<file path="config.mk">
export PLATFORM = sky130hd
export DESIGN_NAME = spi_arbiter
export DESIGN_NICKNAME = d
export VERILOG_FILES = /design/src/rtl/spi_arb_pkg.sv /design/src/rtl/rr_arbiter.sv /design/src/rtl/spi_arbiter.sv
export SDC_FILE = /design/constraint.sdc
export NUM_CORES = 1
export LEC_CHECK = 0
export CORE_UTILIZATION = 36
export CTS_CLUSTER_DIAMETER = 200
export DETAILED_ROUTE_END_ITERATION = 6
export PLACE_DENSITY = 0.65
export SYNTH_ARGS = -nofsm -noshare
export SYNTH_HDL_FRONTEND = slang
export SYNTH_SLANG_ARGS = --single-unit
</file>
<file path="constraint.sdc">
create_clock -name i_clk -period 2.65 [get_ports i_clk]
set_input_delay 0.795 -clock i_clk [delete_from_list [all_inputs] [get_ports i_clk]]
set_output_delay 0.795 -clock i_clk [all_outputs]
set_load 0.005 [all_outputs]
</file>
<file path="src/rtl/spi_arb_pkg.sv">
// Shared constants for the SPI requester arbiter: default parameters and FSM encoding.
package spi_arb_pkg;

  localparam int unsigned DEF_NUM_REQ        = 4;
  localparam int unsigned DEF_DATA_BW        = 8;
  localparam int unsigned DEF_TIMEOUT_CYCLES = 1024;

  localparam int unsigned STATE_W = 2;
  localparam logic [STATE_W-1:0] ST_IDLE_ENC  = 2'd0;
  localparam logic [STATE_W-1:0] ST_ISSUE_ENC = 2'd1;
  localparam logic [STATE_W-1:0] ST_WAIT_ENC  = 2'd2;
  localparam logic [STATE_W-1:0] ST_DONE_ENC  = 2'd3;

  typedef enum logic [STATE_W-1:0] {
    ST_IDLE  = ST_IDLE_ENC,
    ST_ISSUE = ST_ISSUE_ENC,
    ST_WAIT  = ST_WAIT_ENC,
    ST_DONE  = ST_DONE_ENC
  } arb_state_t;

endpackage

</file>
<file path="src/rtl/rr_arbiter.sv">
// Round-robin selector: first set request at or after ptr, as one-hot and index.
module rr_arbiter #(
  parameter int unsigned NUM_REQ = 4,
  parameter int unsigned IDX_W   = $clog2(NUM_REQ)
) (
  input  logic [NUM_REQ-1:0] req,
  input  logic [IDX_W-1:0]   ptr,
  output logic [NUM_REQ-1:0] gnt_c,
  output logic [IDX_W-1:0]   idx_c
);

  logic             found;
  logic [IDX_W:0]   sum;
  logic [IDX_W-1:0] cand;

  // Scan NUM_REQ positions starting at ptr, wrapping modulo NUM_REQ.
  always_comb begin
    gnt_c = '0;
    idx_c = '0;
    found = 1'b0;
    sum   = '0;
    cand  = '0;
    for (int unsigned i = 0; i < NUM_REQ; i++) begin
      sum = {1'b0, ptr} + (IDX_W+1)'(i);
      if (sum >= (IDX_W+1)'(NUM_REQ)) begin
        sum = sum - (IDX_W+1)'(NUM_REQ);
      end
      cand = IDX_W'(sum);
      if (!found && req[cand]) begin
        found       = 1'b1;
        gnt_c[cand] = 1'b1;
        idx_c       = cand;
      end
    end
  end

endmodule

</file>
<file path="src/rtl/spi_arbiter.sv">
// Shares one spi_controller between NUM_REQ requesters, one word per grant.
// Optional watchdog on the WAIT state: define SPI_ARB_TIMEOUT_EN.
module spi_arbiter
  import spi_arb_pkg::*;
#(
  parameter int unsigned NUM_REQ        = DEF_NUM_REQ,
  parameter int unsigned DATA_BW        = DEF_DATA_BW,
  parameter int unsigned TIMEOUT_CYCLES = DEF_TIMEOUT_CYCLES
) (
  input  logic                       i_clk,
  input  logic                       i_rst,
  input  logic [NUM_REQ-1:0]         i_req,
  input  logic [NUM_REQ*DATA_BW-1:0] i_req_data,
  output logic [NUM_REQ-1:0]         o_grant,
  output logic [NUM_REQ-1:0]         o_rsp_valid,
  output logic [DATA_BW-1:0]         o_rsp_data,
  output logic [NUM_REQ-1:0]         o_cs_n,
  output logic                       o_busy,
  output logic                       o_timeout,
  output logic                       o_spi_tx_en,
  output logic [DATA_BW-1:0]         o_spi_tx_data,
  input  logic                       i_spi_tx_ready,
  input  logic                       i_spi_rx_ack,
  input  logic [DATA_BW-1:0]         i_spi_rx_data
);

  localparam int unsigned IDX_W = $clog2(NUM_REQ);

  if (NUM_REQ < 2 || NUM_REQ > 8 || TIMEOUT_CYCLES == 0) begin : g_bad_param
    $error("spi_arbiter: NUM_REQ must be 2..8 and TIMEOUT_CYCLES nonzero");
  end

  arb_state_t         state;
  logic [IDX_W-1:0]   ptr;
  logic [IDX_W-1:0]   sel_idx;
  logic [NUM_REQ-1:0] sel_onehot;
  logic [DATA_BW-1:0] word;

  logic [NUM_REQ-1:0] rr_gnt_c;
  logic [IDX_W-1:0]   rr_idx_c;
  logic [DATA_BW-1:0] req_word_c;

  rr_arbiter #(
    .NUM_REQ (NUM_REQ),
    .IDX_W   (IDX_W)
  ) u_rr (
    .req   (i_req),
    .ptr   (ptr),
    .gnt_c (rr_gnt_c),
    .idx_c (rr_idx_c)
  );

  // TX word of the requester the round-robin would pick this cycle.
  always_comb begin
    req_word_c = '0;
    for (int unsigned k = 0; k < NUM_REQ; k++) begin
      if (rr_idx_c == IDX_W'(k)) begin
        req_word_c = i_req_data[k*DATA_BW +: DATA_BW];
      end
    end
  end

`ifdef SPI_ARB_TIMEOUT_EN
  localparam int unsigned TMO_W = $clog2(TIMEOUT_CYCLES + 1);
  logic [TMO_W-1:0] tmo_cnt;
  logic             timeout_q;
  assign o_timeout = timeout_q;
`else
  assign o_timeout = 1'b0;
`endif

  always_ff @(posedge i_clk or posedge i_rst) begin
    if (i_rst) begin
      state         <= ST_IDLE;
      ptr           <= '0;
      sel_idx       <= '0;
      sel_onehot    <= '0;
      word          <= '0;
      o_grant       <= '0;
      o_rsp_valid   <= '0;
      o_rsp_data    <= '0;
      o_cs_n        <= '1;
      o_busy        <= 1'b0;
      o_spi_tx_en   <= 1'b0;
      o_spi_tx_data <= '0;
`ifdef SPI_ARB_TIMEOUT_EN
      tmo_cnt       <= '0;
      timeout_q     <= 1'b0;
`endif
    end else begin
      o_grant     <= '0;
      o_rsp_valid <= '0;
      o_spi_tx_en <= 1'b0;
`ifdef SPI_ARB_TIMEOUT_EN
      timeout_q   <= 1'b0;
`endif
      case (state)
        ST_IDLE: begin
          if (|i_req && i_spi_tx_ready) begin
            sel_idx    <= rr_idx_c;
            sel_onehot <= rr_gnt_c;
            word       <= req_word_c;
            o_grant    <= rr_gnt_c;
            o_cs_n     <= ~rr_gnt_c;
            o_busy     <= 1'b1;
            state      <= ST_ISSUE;
          end
        end
        ST_ISSUE: begin
          o_spi_tx_en   <= 1'b1;
          o_spi_tx_data <= word;
`ifdef SPI_ARB_TIMEOUT_EN
          tmo_cnt       <= '0;
`endif
          state         <= ST_WAIT;
        end
        ST_WAIT: begin
          if (i_spi_rx_ack) begin
            o_rsp_data  <= i_spi_rx_data;
            o_rsp_valid <= sel_onehot;
            state       <= ST_DONE;
          end
`ifdef SPI_ARB_TIMEOUT_EN
          else if (tmo_cnt == TMO_W'(TIMEOUT_CYCLES - 1)) begin
            timeout_q <= 1'b1;
            state     <= ST_DONE;
          end else begin
            tmo_cnt <= tmo_cnt + TMO_W'(1);
          end
`endif
        end
        ST_DONE: begin
          // Chip select stays low until the controller is ready again.
          if (i_spi_tx_ready) begin
            o_cs_n <= '1;
            ptr    <= (sel_idx == IDX_W'(NUM_REQ - 1)) ? '0 : sel_idx + IDX_W'(1);
            o_busy <= 1'b0;
            state  <= ST_IDLE;
          end
        end
        default: state <= ST_IDLE;
      endcase
    end
  end

endmodule

</file>
# Word-level counts from Yosys, hierarchy flattened
# Cells that the tools add are included.
# totals
in_bits	48
elab_cells	117
regBits	48
out_inout_bits	31
# classes
n_lt_le_gt_ge	12
addsub	8
reduce_logical	20
mux	51
bitwise_logic	4
eq_ne	10
# op_table
cell	count
$mux W4	10
$mux W8	4
$mux W2	12
$mux W1	14
$lt A2 B3 Y1 const B	4
$or A4 B4 Y4	3
$eq A2 B2 Y1 const B	5
$ge A3 B3 Y1 const B	3
$bmux W1 S2	4
$demux W1 S2	4
$ge A2 B1 Y1 const B	4
$logic_and A1 B1 Y1	8
$pmux W2 S4	1
$pmux W4 S2	1
$sub A2 B1 Y2 const B	4
$add A2 B2 Y3 const B	2
$ne A2 B2 Y1 const B	3
$reduce_and A2 Y1	3
$reduce_and A3 Y1	2
$eq A2 B1 Y1 const B	2
$logic_not A2 Y1	2
$not A4 Y4	1
$reduce_or A4 Y1	1
$add A2 B1 Y3 const B	1
5 further kinds	7

# Longest topological paths before layout
# Gate-level depths: netlist of the first run.
# logic_depth
word_depth	19
depth_mapped	10
mapped_depth_nobuf	7

# Modules after synthesis
# From an unflattened synthesis of the first run, not the netlist that was laid out.
# unflattened
cells_unflattened	226
area_unflattened_um2	2567.5
# by_module_without_submodules
module	seq_area_each_um2	cells_each	area_per_inst_um2	instances
spi_arbiter	1206.2	161	2078.2	1
rr_arbiter	0.0	65	489.2	1

# Least setup slack after synthesis of the first run
# Ideal clock, no wire load.
# synth_timing
path_kind	register to register
from	register ptr[0]
to	register sel_onehot[1]
slack_ps	27
t_required_ps	2585
synth_period_minus_slack_ps	2623
stages_incl_launch_ff	10
setup_ps	65
path_buffers	2
arrival_time_ps	2558
path_cell_list	dfrtp_1 buf_2 inv_1 ha_1 clkbuf_1 or3b_2 a211oi_1 o31ai_1 o221ai_1 mux2_2
# synth_via
elab_chain_cells	14
elab_cells_between_ends	59
classes_between	add/sub: 7; order compare: 12; mux: 27; bitwise: 3; reduce/logical: 10
# synth_lines
item	line_no	text
start, declared	spi_arbiter.sv:34	logic [IDX_W-1:0] ptr;
start signal, assigned	spi_arbiter.sv:136	ptr <= (sel_idx == IDX_W'(NUM_REQ - 1)) ? '0 : sel_idx + IDX_W'(1);
branches (longest 13 deep; another with $add A2 B1 Y3)	-	
$mux W4 *	rr_arbiter.sv:29	if (!found && req[cand]) begin
end signal, assigned	spi_arbiter.sv:101	sel_onehot <= rr_gnt_c;
end, declared	spi_arbiter.sv:36	logic [NUM_REQ-1:0] sel_onehot;
# Every way passes the cells marked *. The select of a mux whose other input is x is not followed.
# A chain may end at the register's enable or synchronous reset.

# Final worst setup path of the first run
# layout_timing
from	register ptr[1]
to	register sel_onehot[0]
# The elaborated chain is that of the path after synthesis.

==> run summary, run 1 <==
YS warnings: 0
mapped cell area: 0.00285 sq mm
post-layout worst setup margin: 0.121 ns
initial DRC count: 115
P per Cell Area: 1020 mW/mm^2
worst hold path class: register to register
Die ar.: 0.00828 sq mm
CP max FO: 9
WL final: 6950 microns
wire per inst: 14.7 microns
Final Max Tran Viols: 0
worst slack, placed: -0.508 ns
Worst Path Arrival: 2.77 ns
Post-Syn Nets: 330
Chip Width: 91.0 microns
RSZ-0062 raised after global routing: true
Hold WS: 0.481 ns
core footprint: 0.00769 sq mm
Clock Path Buffers: 2
Clock Skews: 0.00371 ns
Final GP Congestion: 0.884
CTS buffer count: 5
prevailing post-synth register cell: dfrtp_1
crit path launch type: register
Clock Tree Root: clkbuf_8
Post-synth ARST share: 100%
die span in y: 91.0 microns
Rows: 32
Max Cap Viol: 0
remaining routing DRC violations: 0
final hold violation count: 0
unique cell type count in the Yosys netlist: 45
final core occ: 53.0%
cell with the most instances after synthesis: dfrtp_1
vias: 2535
Skew-Pair Late Insertion Delay: 0.30 ns
area grow syn2layout: 43.0%
1st-pass router iterations: 5
Initial Util: 37.1%
Post-synth EDFFs: 0
Filler cells: 699
vias in the first global route: 2397
H-tree depth: 2
post-route ant nets: 0
post-synth top area cell: dfrtp_1
final cycle utilization of the critical path: 95.4%
Syn Area/Cell: 10.5 sq um
DPL Wire Length: 5150 microns
GRT Residual Overflow: 0
top post-synthesis cells by count: dfrtp_1, mux2_2, and2_1
via/cell ratio: 5.35
initial antenna violation count: 0
Peak VDD IR: 0.000373 V
# clock sinks: 48
NumNets Final: 429
Worst-path clk slew: 0.08 ns
share of the synthesized area in the top cell type: 38.6%
Synth Instances: 272
Worst Setup Path Type: register to register
number of synthesized register bits: 48
CTS tree: yes
I/O Pins: 79
GRT Total Usage: 17.4%
worst-margin pin slew: 0.591 ns
largest net degree at the start of global routing: 49
status: complete, no violations
Max-slew headroom: 60.6%
n_diodes: 0
synth top area cells: dfrtp_1, mux2_2, ha_1, dfstp_2, and2_1
# setup viols final: 0
minimum clock period: 2.53 ns
Max Freq: 395 MHz
Seq/Total Area, Yosys: 42.3%
port bufs: 77
critical path data required time: 2.89 ns
first-pass GRT wire length: 11500 microns
fraction of layout cells with a size suffix above 1: 23.9%
Pleak: 1.70 nW
Crit. End Element: register
==> path summary, 6_finish.rpt <==
check / slack, ns / depth (start not counted) / startpoint / to
worst max-delay path: 0.12 / 8 / ptr[1]$_DFFE_PP0P_ / sel_onehot[0]$_DFFE_PP0P_
worst max register to register: 0.12 / 8 / ptr[1]$_DFFE_PP0P_ / sel_onehot[0]$_DFFE_PP0P_
worst min register to register: 0.48 / 1 / sel_idx[0]$_DFFE_PP0P_ / ptr[0]$_DFFE_PP0P_
max in group asynchronous: 1.29 / 3 / i_rst / o_rsp_valid[0]$_DFF_PP0_
min in group asynchronous: 0.95 / 3 / i_rst / o_spi_tx_data[4]$_DFFE_PP0P_
worst min-delay path: 0.48 / 1 / sel_idx[0]$_DFFE_PP0P_ / ptr[0]$_DFFE_PP0P_
==> layout by cell type (no fill, tap or decap), types with 7 or more instances in the layout <==
cell,instances
clkdlybuf4s50_1,73
dfrtp_1,44
buf_4,26
mux2_2,25
and2_1,15
nor2_1,14
nand4_1,14
nand2_1,13
inv_1,12
ha_1,9
nand3_1,8
nor4b_1,7
o21a_1,7
o31ai_1,7
buf_6,7
==> report_power, final <==
group / leakage (nW) / switching [mW] / internal [mW] / total, mW
Sequential: 0.592 / 0.156 / 1.05 / 1.21
Combinational: 1.06 / 1.17 / 1.33 / 2.50
Clock: 0.0445 / 0.237 / 0.212 / 0.449
Total: 1.70 / 1.56 / 2.60 / 4.16
==> per-layer routing <==
| metal | track usage [%] | up-vias | share of wire [%] |
|---|---|---|---|
| met4 | 6.22 | 0 | 1.9 |
| met3 | 3.85 | 14 | 5.9 |
| li1 | - | 1215 | - |
| met2 | 28.0 | 91 | 49 |
| met5 | 0 | - | 0 |
| met1 | 22.9 | 1215 | 44 |
==> sequential cells by signal (all words and copies together), names as in the netlist <==
register	cells
o_rsp_data	8
o_grant	4
state	2
o_spi_tx_en	1
sel_idx	2
sel_onehot	4
o_spi_tx_data	8
o_cs_n	4
ptr	2
o_busy	1
o_rsp_valid	4
word	8
==> logic make-up after synthesis <==
kind of cell             synth area share (%)
adder cells (fa/ha/maj)                  4.39
multiplexers                             14.0
flip-flops                               42.3
buffers and inverters                    5.40
AO/OA/AOI/OAI                            15.9
other                                   0.132
AND/OR/NAND/NOR                          17.9
==> worst max-delay path, cell delays in order (launching register included) <==
cell      delay [ns]
dfrtp_1         0.39
inv_1           0.13
ha_2            0.35
buf_4           0.17
or3b_2          0.45
a211oi_1        0.29
o31ai_2         0.13
o221ai_1        0.34
mux2_2          0.22
==> what timing repair did <==
item,CTS,global route
buffers inserted,0,4
hold buffers,0,0
gates cloned,1,1
setup endpoints to repair,19,7
pin swaps,3,4
gates resized for setup,11,9
==> area by class of cell <==
class,instances,area [sq um],share of cell area (%)
clock buffer,7,86.3,2.12
clock inverter,1,7.51,0.184
inverter,13,48.8,1.20
multi-input combinational,190,1530,37.4
sequential,48,1210,29.6
tap,102,128,3.13
timing repair buffer,113,1070,26.3
==> metrics by stage <==
step | setup TNS, ns | power (mW) | instances | area [sq um]
floorplan | 0 | 2.67 | 272 | 2850
global placement | -7.09 | 3.59 | 460 | 3890
detailed placement | -8.42 | 3.64 | 460 | 3890
CTS | 0 | 4.15 | 469 | 4020
global route | -0.0456 | 4.49 | 474 | 4080
finish | 0 | 4.16 | 474 | 4080
Power figures use the tool's default switching activity.
==> inputs of run 2 (changes only) <==
--- a/config.mk
+++ b/config.mk
@@ -8,7 +8,7 @@
 export CORE_UTILIZATION = 36
 export CTS_CLUSTER_DIAMETER = 200
 export DETAILED_ROUTE_END_ITERATION = 6
-export PLACE_DENSITY = 0.65
+export SETUP_SLACK_MARGIN = 0.15
 export SYNTH_ARGS = -nofsm -noshare
 export SYNTH_HDL_FRONTEND = slang
 export SYNTH_SLANG_ARGS = --single-unit
==> constraint.sdc (replaced) <==
create_clock -name i_clk -period 2.8 [get_ports i_clk]
set_input_delay 0.84 -clock i_clk [delete_from_list [all_inputs] [get_ports i_clk]]
set_output_delay 0.84 -clock i_clk [all_outputs]
set_load 0.005 [all_outputs]
==> run 2 against run 1 <==
Clock-buffer cell count shrank 1. Sequential share of layout area about the same. Register-to-register slack gained 0.19 ns. Power decreased by 4.6%. Global-route usage grew 0.92 points. First-iteration DRC count rose by 0.87%. Sequential power fell by 5%. Via count hardly changed. Non-clock buffer count is 1 higher. Largest cell class unchanged. Largest power group unchanged. Highest routed layer unchanged.
==> run summary, run 2 (same netlist as run 1, synthesis figures left out) <==
status: complete, no violations (unchanged)
CTS tree: yes (unchanged)
Final GP Congestion: 0.823 (was 0.884)
Max-slew headroom: 61.0% (was 60.6%)
Rows: 32 (unchanged)
Max Cap Viol: 0 (unchanged)
Seq pwr share: 29.1% (about the same)
Skew-Pair Late Insertion Delay: 0.30 ns (about the same)
initial DRC count: 116 (was 115)
# clock sinks: 48 (unchanged)
final core occ: 53.0% (about the same)
n_diodes: 0 (unchanged)
Chip Width: 91.0 microns (unchanged)
DPL Wire Length: 5340 microns (was 5150 microns)
HP Start: o_cs_n[1]$_DFFE_PP1P_ (was sel_idx[0]$_DFFE_PP0P_)
initial antenna violation count: 0 (unchanged)
vias: 2533 (was 2535)
Final Max Tran Viols: 0 (unchanged)
Hold WS: 0.505 ns (was 0.481 ns)
Pwr Total: 3.97 mW (was 4.16 mW)
worst hold path class: register to register (unchanged)
P per Cell Area: 973 mW/mm^2 (was 1020 mW/mm^2)
final hold violation count: 0 (unchanged)
worst-margin pin slew: 0.585 ns (was 0.591 ns)
Crit. End Element: register (unchanged)
H-tree depth: 2 (unchanged)
Clock Path Buffers: 2 (unchanged)
post-route ant nets: 0 (unchanged)
Logic pwr share: 60.5% (was 60.1%)
I/O Pins: 79 (unchanged)
most common cell after layout, fill and taps aside: clkdlybuf4s50_1 (unchanged)
Clock Power Share: 10.5% (was 10.8%)
Clock Skews: 0.00677 ns (was 0.00371 ns)
Pleak: 1.70 nW (about the same)
port bufs: 77 (unchanged)
critical path data required time: 2.99 ns (was 2.89 ns)
Top Usage Layer GRT: met2 (unchanged)
Int Power: 2.48 mW (was 2.60 mW)
vias in the first global route: 2488 (was 2397)
CP max FO: 7 (was 9)
Worst Setup SP: i_req[1] (was ptr[1]$_DFFE_PP0P_)
M1 GR Usage: 25.4% (was 22.9%)
Clock Tree Root: clkbuf_8 (unchanged)
RSZ-0062 raised after global routing: true (unchanged)
area grow syn2layout: 43.0% (about the same)
switching share of total power: 37.4% (was 37.6%)
Worst Setup Path Type: primary input to register (was register to register)
Initial Util: 37.1% (unchanged)
switching power: 1.48 mW (was 1.56 mW)
crit path launch type: primary input (was register)
minimum clock period: 2.60 ns
largest net degree at the start of global routing: 49 (unchanged)
WL final: 7110 microns (was 6950 microns)
GRT Residual Overflow: 0 (unchanged)
1st-pass router iterations: 4 (was 5)
biggest regs: o_rsp_data: 8 flops, o_spi_tx_data: 8 flops, word: 8 flops (unchanged)
core footprint: 0.00769 sq mm (unchanged)
# setup viols final: 0 (unchanged)
NumNets Final: 430 (was 429)
GRT Total Usage: 18.3% (was 17.4%)
Die ar.: 0.00828 sq mm (unchanged)
die span in y: 91.0 microns (unchanged)
final cycle utilization of the critical path: 92.8%
Worst-path clk slew: 0.09 ns (was 0.08 ns)
fraction of layout cells with a size suffix above 1: 24.9% (was 23.9%)
remaining routing DRC violations: 0 (unchanged)
CTS buffer count: 5 (unchanged)
met2 Use GR: 29.4% (was 28.0%)
Worst R2R Start: ptr[1]$_DFFE_PP0P_ (unchanged)
Max Freq: 385 MHz
most frequent cells in the layout: clkdlybuf4s50_1, dfrtp_1, buf_4 (unchanged)
Filler cells: 734 (was 699)
first-pass GRT wire length: 12200 microns (was 11500 microns)
Worst Path Arrival: 2.79 ns (was 2.77 ns)
met3 Resource Use GR: 3.10% (was 3.85%)
via/cell ratio: 5.33 (was 5.35)
wire per inst: 15.0 microns (was 14.7 microns)
Peak VDD IR: 0.000385 V (was 0.000373 V)
-- run 2: cell types whose count changed in the layout (fill, tap and decap cells not counted), sizes merged --
cell,delta
buf,+2
clkbuf,-2
clkdlybuf4s15,-2
clkinv,+2
clkinvlp,-1
dlygate4sd2,+2
-- run 2: worst paths after layout --
path | end | slack [ns] | cells past startpoint
min in group asynchronous | o_rsp_data[5]$_DFFE_PP0P_ | 1.00 | 3
setup reg to reg | sel_onehot[2]$_DFFE_PP0P_ | 0.31 | 8
hold reg to reg | o_cs_n[1]$_DFFE_PP1P_ | 0.51 | 2
max in group asynchronous | ptr[1]$_DFFE_PP0P_ | 1.40 | 3
hold / removal | o_cs_n[1]$_DFFE_PP1P_ | 0.51 | 2
setup / recovery | sel_idx[0]$_DFFE_PP0P_ | 0.20 | 7
-- run 2: cell type report --
| class | count | area [sq um] | area share, % |
|---|---|---|---|
| clock buffer | 6 | 82.6 | 2.03 |
| clock inverter | 2 | 10.0 | 0.246 |
| inverter | 13 | 48.8 | 1.20 |
| multi-input combinational | 190 | 1540 | 37.7 |
| sequential | 48 | 1210 | 29.6 |
| tap | 102 | 128 | 3.13 |
| timing repair buffer | 114 | 1060 | 26.1 |
-- run 2: what timing repair did --
item | CTS | global route
cloned | 1 | 0
setup endpoints to repair | 16 | 13
setup buffers | 3 | 1
pin swaps | 7 | 2
gates resized for setup | 13 | 4
hold buffers | 0 | 0
-- run 2: worst max-delay path, cell delays in order --
cell and delay, ns:
dlygate4sd2_1 0.27, mux4_2 0.54, nor3b_4 0.19, buf_2 0.15, buf_4 0.14, or3_4 0.38, mux2_2 0.28
-- run 2: layer usage --
layer | share of wire, % | vias up
met2 | 48 | 76
met5 | 0 | -
li1 | - | 1222
met4 | 1.5 | 0
met3 | 4.3 | 13
met1 | 46 | 1222
-- run 2: power by group through the flow --
stage	registers [mW]	logic, mW	clock network (mW)
detailed placement	1.17	2.29	0
floorplan	1.16	1.37	0
finish	1.15	2.40	0.415
CTS	1.15	2.39	0.428
global route	1.19	2.64	0.449
global placement	1.16	2.26	0
-- run 2: metrics by stage --
stage	setup slack (ns)	std cells	TNS (ns)	cell area, sq um
finish	0.200	475	0	4080
detailed placement	-0.450	462	-5.26	3900
global placement	-0.464	462	-5.36	3900
CTS	0.166	474	0	4050
global route	0.142	475	0	4080
floorplan	0.177	272	0	2850
==> inputs of run 3 (changes only) <==
--- a/config.mk
+++ b/config.mk
@@ -8,6 +8,8 @@
 export CORE_UTILIZATION = 36
 export CTS_CLUSTER_DIAMETER = 200
 export DETAILED_ROUTE_END_ITERATION = 6
+export HOLD_SLACK_MARGIN = 0.05
+export PLACE_DENSITY = 0.65
 export SETUP_SLACK_MARGIN = 0.15
 export SYNTH_ARGS = -nofsm -noshare
 export SYNTH_HDL_FRONTEND = slang
==> constraint.sdc (replaced) <==
create_clock -name i_clk -period 2.2 [get_ports i_clk]
set_input_delay 0.66 -clock i_clk [delete_from_list [all_inputs] [get_ports i_clk]]
set_output_delay 0.66 -clock i_clk [all_outputs]
set_load 0.005 [all_outputs]
==> run 3 against run 2 <==
The run now ends with setup timing left. Critical path depth fell by 1. Non-clock buffer count is 18 higher. Wire length grew 6.7%. Die area is the same. Critical endpoint is now word[6]$_DFFE_PP0P_.
==> run summary, run 3 (same netlist as run 1, synthesis figures left out) <==
minimum clock period: 2.32 ns
Initial Util: 37.1% (unchanged)
status: finished with violations (was complete, no violations)
Clock Path Buffers: 2 (unchanged)
first-pass GRT wire length: 12500 microns (was 12200 microns)
DPL Wire Length: 5480 microns (was 5340 microns)
Skew-Pair Late Insertion Delay: 0.30 ns (about the same)
port bufs: 77 (unchanged)
Placed Cells: 475 (was 462)
Design Area, Final: 0.00450 sq mm (was 0.00408 sq mm)
Clock Skews: 0.0137 ns (was 0.00677 ns)
Final Max Tran Viols: 0 (unchanged)
H-tree depth: 2 (unchanged)
Max Cap Viol: 0 (unchanged)
vias: 2655 (was 2533)
RR Endpoint: word[6]$_DFFE_PP0P_ (was sel_onehot[2]$_DFFE_PP0P_)
GRT Total Usage: 18.7% (was 18.3%)
RSZ-0062 raised after global routing: true (unchanged)
post-route ant nets: 0 (unchanged)
Worst R2R Start: ptr[0]$_DFFE_PP0P_ (was ptr[1]$_DFFE_PP0P_)
final hold violation count: 0 (unchanged)
initial DRC count: 116 (unchanged)
Worst R2R Path Depth: 6 (was 8)
NumNets Final: 448 (was 430)
placed cell areas: 0.00408 sq mm (was 0.00390 sq mm)
# clock sinks: 48 (unchanged)
failing checks: setup timing
Crit. End Element: register (unchanged)
CTS buffer count: 5 (unchanged)
WL final: 7580 microns (was 7110 microns)
crit path launch type: register (was primary input)
post-layout worst setup margin: -0.115 ns (was 0.200 ns)
Setup crit end: word[6]$_DFFE_PP0P_ (was sel_idx[0]$_DFFE_PP0P_)
die span in y: 91.0 microns (unchanged)
final cell count without fillers: 493 (was 475)
most common cell after layout, fill and taps aside: clkdlybuf4s50_1 (unchanged)
most frequent cells in the layout: clkdlybuf4s50_1, dfrtp_1, buf_4 (unchanged)
fraction of layout cells with a size suffix above 1: 35.8% (was 24.9%)
Rows: 32 (unchanged)
setup total negative slack: -0.958 ns (was 0 ns)
area grow syn2layout: 57.8% (was 43.0%)
Peak VDD IR: 0.000606 V (was 0.000385 V)
n_diodes: 0 (unchanged)
final cycle utilization of the critical path: 105%
Max-slew headroom: 65.1% (was 61.0%)
Worst Setup SP: ptr[0]$_DFFE_PP0P_ (was i_req[1])
initial antenna violation count: 0 (unchanged)
Max Freq: 432 MHz
worst-margin pin slew: 0.518 ns (was 0.585 ns)
Die ar.: 0.00828 sq mm (unchanged)
biggest regs: o_rsp_data: 8 flops, o_spi_tx_data: 8 flops, word: 8 flops (unchanged)
# setup viols final: 12 (was 0)
CP max FO: 8 (was 7)
CTS tree: yes (unchanged)
remaining routing DRC violations: 0 (unchanged)
1st-pass router iterations: 4 (unchanged)
critical path data required time: 2.40 ns (was 2.99 ns)
worst hold path class: register to register (unchanged)
I/O Pins: 79 (unchanged)
Chip Width: 91.0 microns (unchanged)
Worst Setup Path Type: register to register (was primary input to register)
Clock Tree Root: clkbuf_8 (unchanged)
core footprint: 0.00769 sq mm (unchanged)
vias in the first global route: 2681 (was 2488)
Pleak: 1.85 nW (was 1.70 nW)
wire per inst: 15.4 microns (was 15.0 microns)
via/cell ratio: 5.39 (was 5.33)
P per Cell Area: 1320 mW/mm^2 (was 973 mW/mm^2)
r2r setup slk: -0.12 ns (was 0.31 ns)
Worst-path clk slew: 0.10 ns (was 0.09 ns)
largest net degree at the start of global routing: 36 (was 49)
GRT Residual Overflow: 0 (unchanged)
Final GP Congestion: 0.900 (was 0.823)
Worst Path Arrival: 2.52 ns (was 2.79 ns)
==> run 3: area by class of cell <==
class / instances / area (sq um)
clock buffers: 5 / 68.8
well taps: 102 / 128
inverters: 13 / 52.6
repair buffers: 132 / 1250
flip-flops and latches: 48 / 1210
clock inverters: 3 / 68.8
multi-input cells: 190 / 1720
fillers: 660 / 3190
==> run 3: timing repair <==
item / in CTS / in global routing
hold buffers: 0 / 0
pin swaps: 13 / 25
cloned: 2 / 0
gates resized for setup: 29 / 30
endpoints found under the hold margin: 0 / 0
buffers inserted: 3 / 6
setup endpoints to repair: 25 / 22
==> run 3: critical path, cell delays in order (launching register included) <==
cell and delay, ns:
dfrtp_1 0.41, buf_4 0.14, buf_6 0.11, mux4_2 0.55, o41a_1 0.57, and2_4 0.21
o221a_2 0.21
==> run 3: where the power goes <==
group	total (mW)	switching (mW)	internal (mW)
Combinational	3.66	1.63	2.03
Clock	0.765	0.307	0.457
Sequential	1.49	0.218	1.27
==> run 3: stage by stage <==
step / hold slack [ns] / utilization (%) / total power [mW] / setup slack, ns
2_1_floorplan: 0.455 / - / 3.40 / -0.144
3_3_place_gp: 0.487 / 53.0 / 4.57 / -0.730
3_5_place_dp: 0.490 / 53.0 / 4.65 / -0.759
4_1_cts: 0.501 / 56.7 / 5.64 / -0.163
5_1_grt: 0.522 / 58.5 / 6.33 / -0.233
6_report: 0.499 / 58.5 / 5.92 / -0.115
==> run 3: worst min-delay path by stage <==
stage	depth (start not counted)	to	from	slack (ns)
after floorplan	1	ptr[0]$_DFFE_PP0P_	sel_idx[0]$_DFFE_PP0P_	0.46
after global placement	1	o_rsp_data[7]$_DFFE_PP0P_	o_rsp_data[7]$_DFFE_PP0P_	0.49
after detailed placement	1	o_rsp_valid[2]$_DFF_PP0_	sel_onehot[2]$_DFFE_PP0P_	0.49
after CTS	1	ptr[0]$_DFFE_PP0P_	sel_idx[0]$_DFFE_PP0P_	0.50
after global routing	2	o_cs_n[1]$_DFFE_PP1P_	o_cs_n[1]$_DFFE_PP1P_	0.52
final	1	ptr[0]$_DFFE_PP0P_	sel_idx[0]$_DFFE_PP0P_	0.50
==> run 3: per-layer routing <==
layer / track usage [%] / vias to the layer above / part of all wire [%]
met5: 0 / - / 0
met4: 5.69 / 0 / 1.2
met3: 3.52 / 9 / 4.8
met2: 32.9 / 90 / 51
met1: 23.2 / 1299 / 43
li1: - / 1257 / -
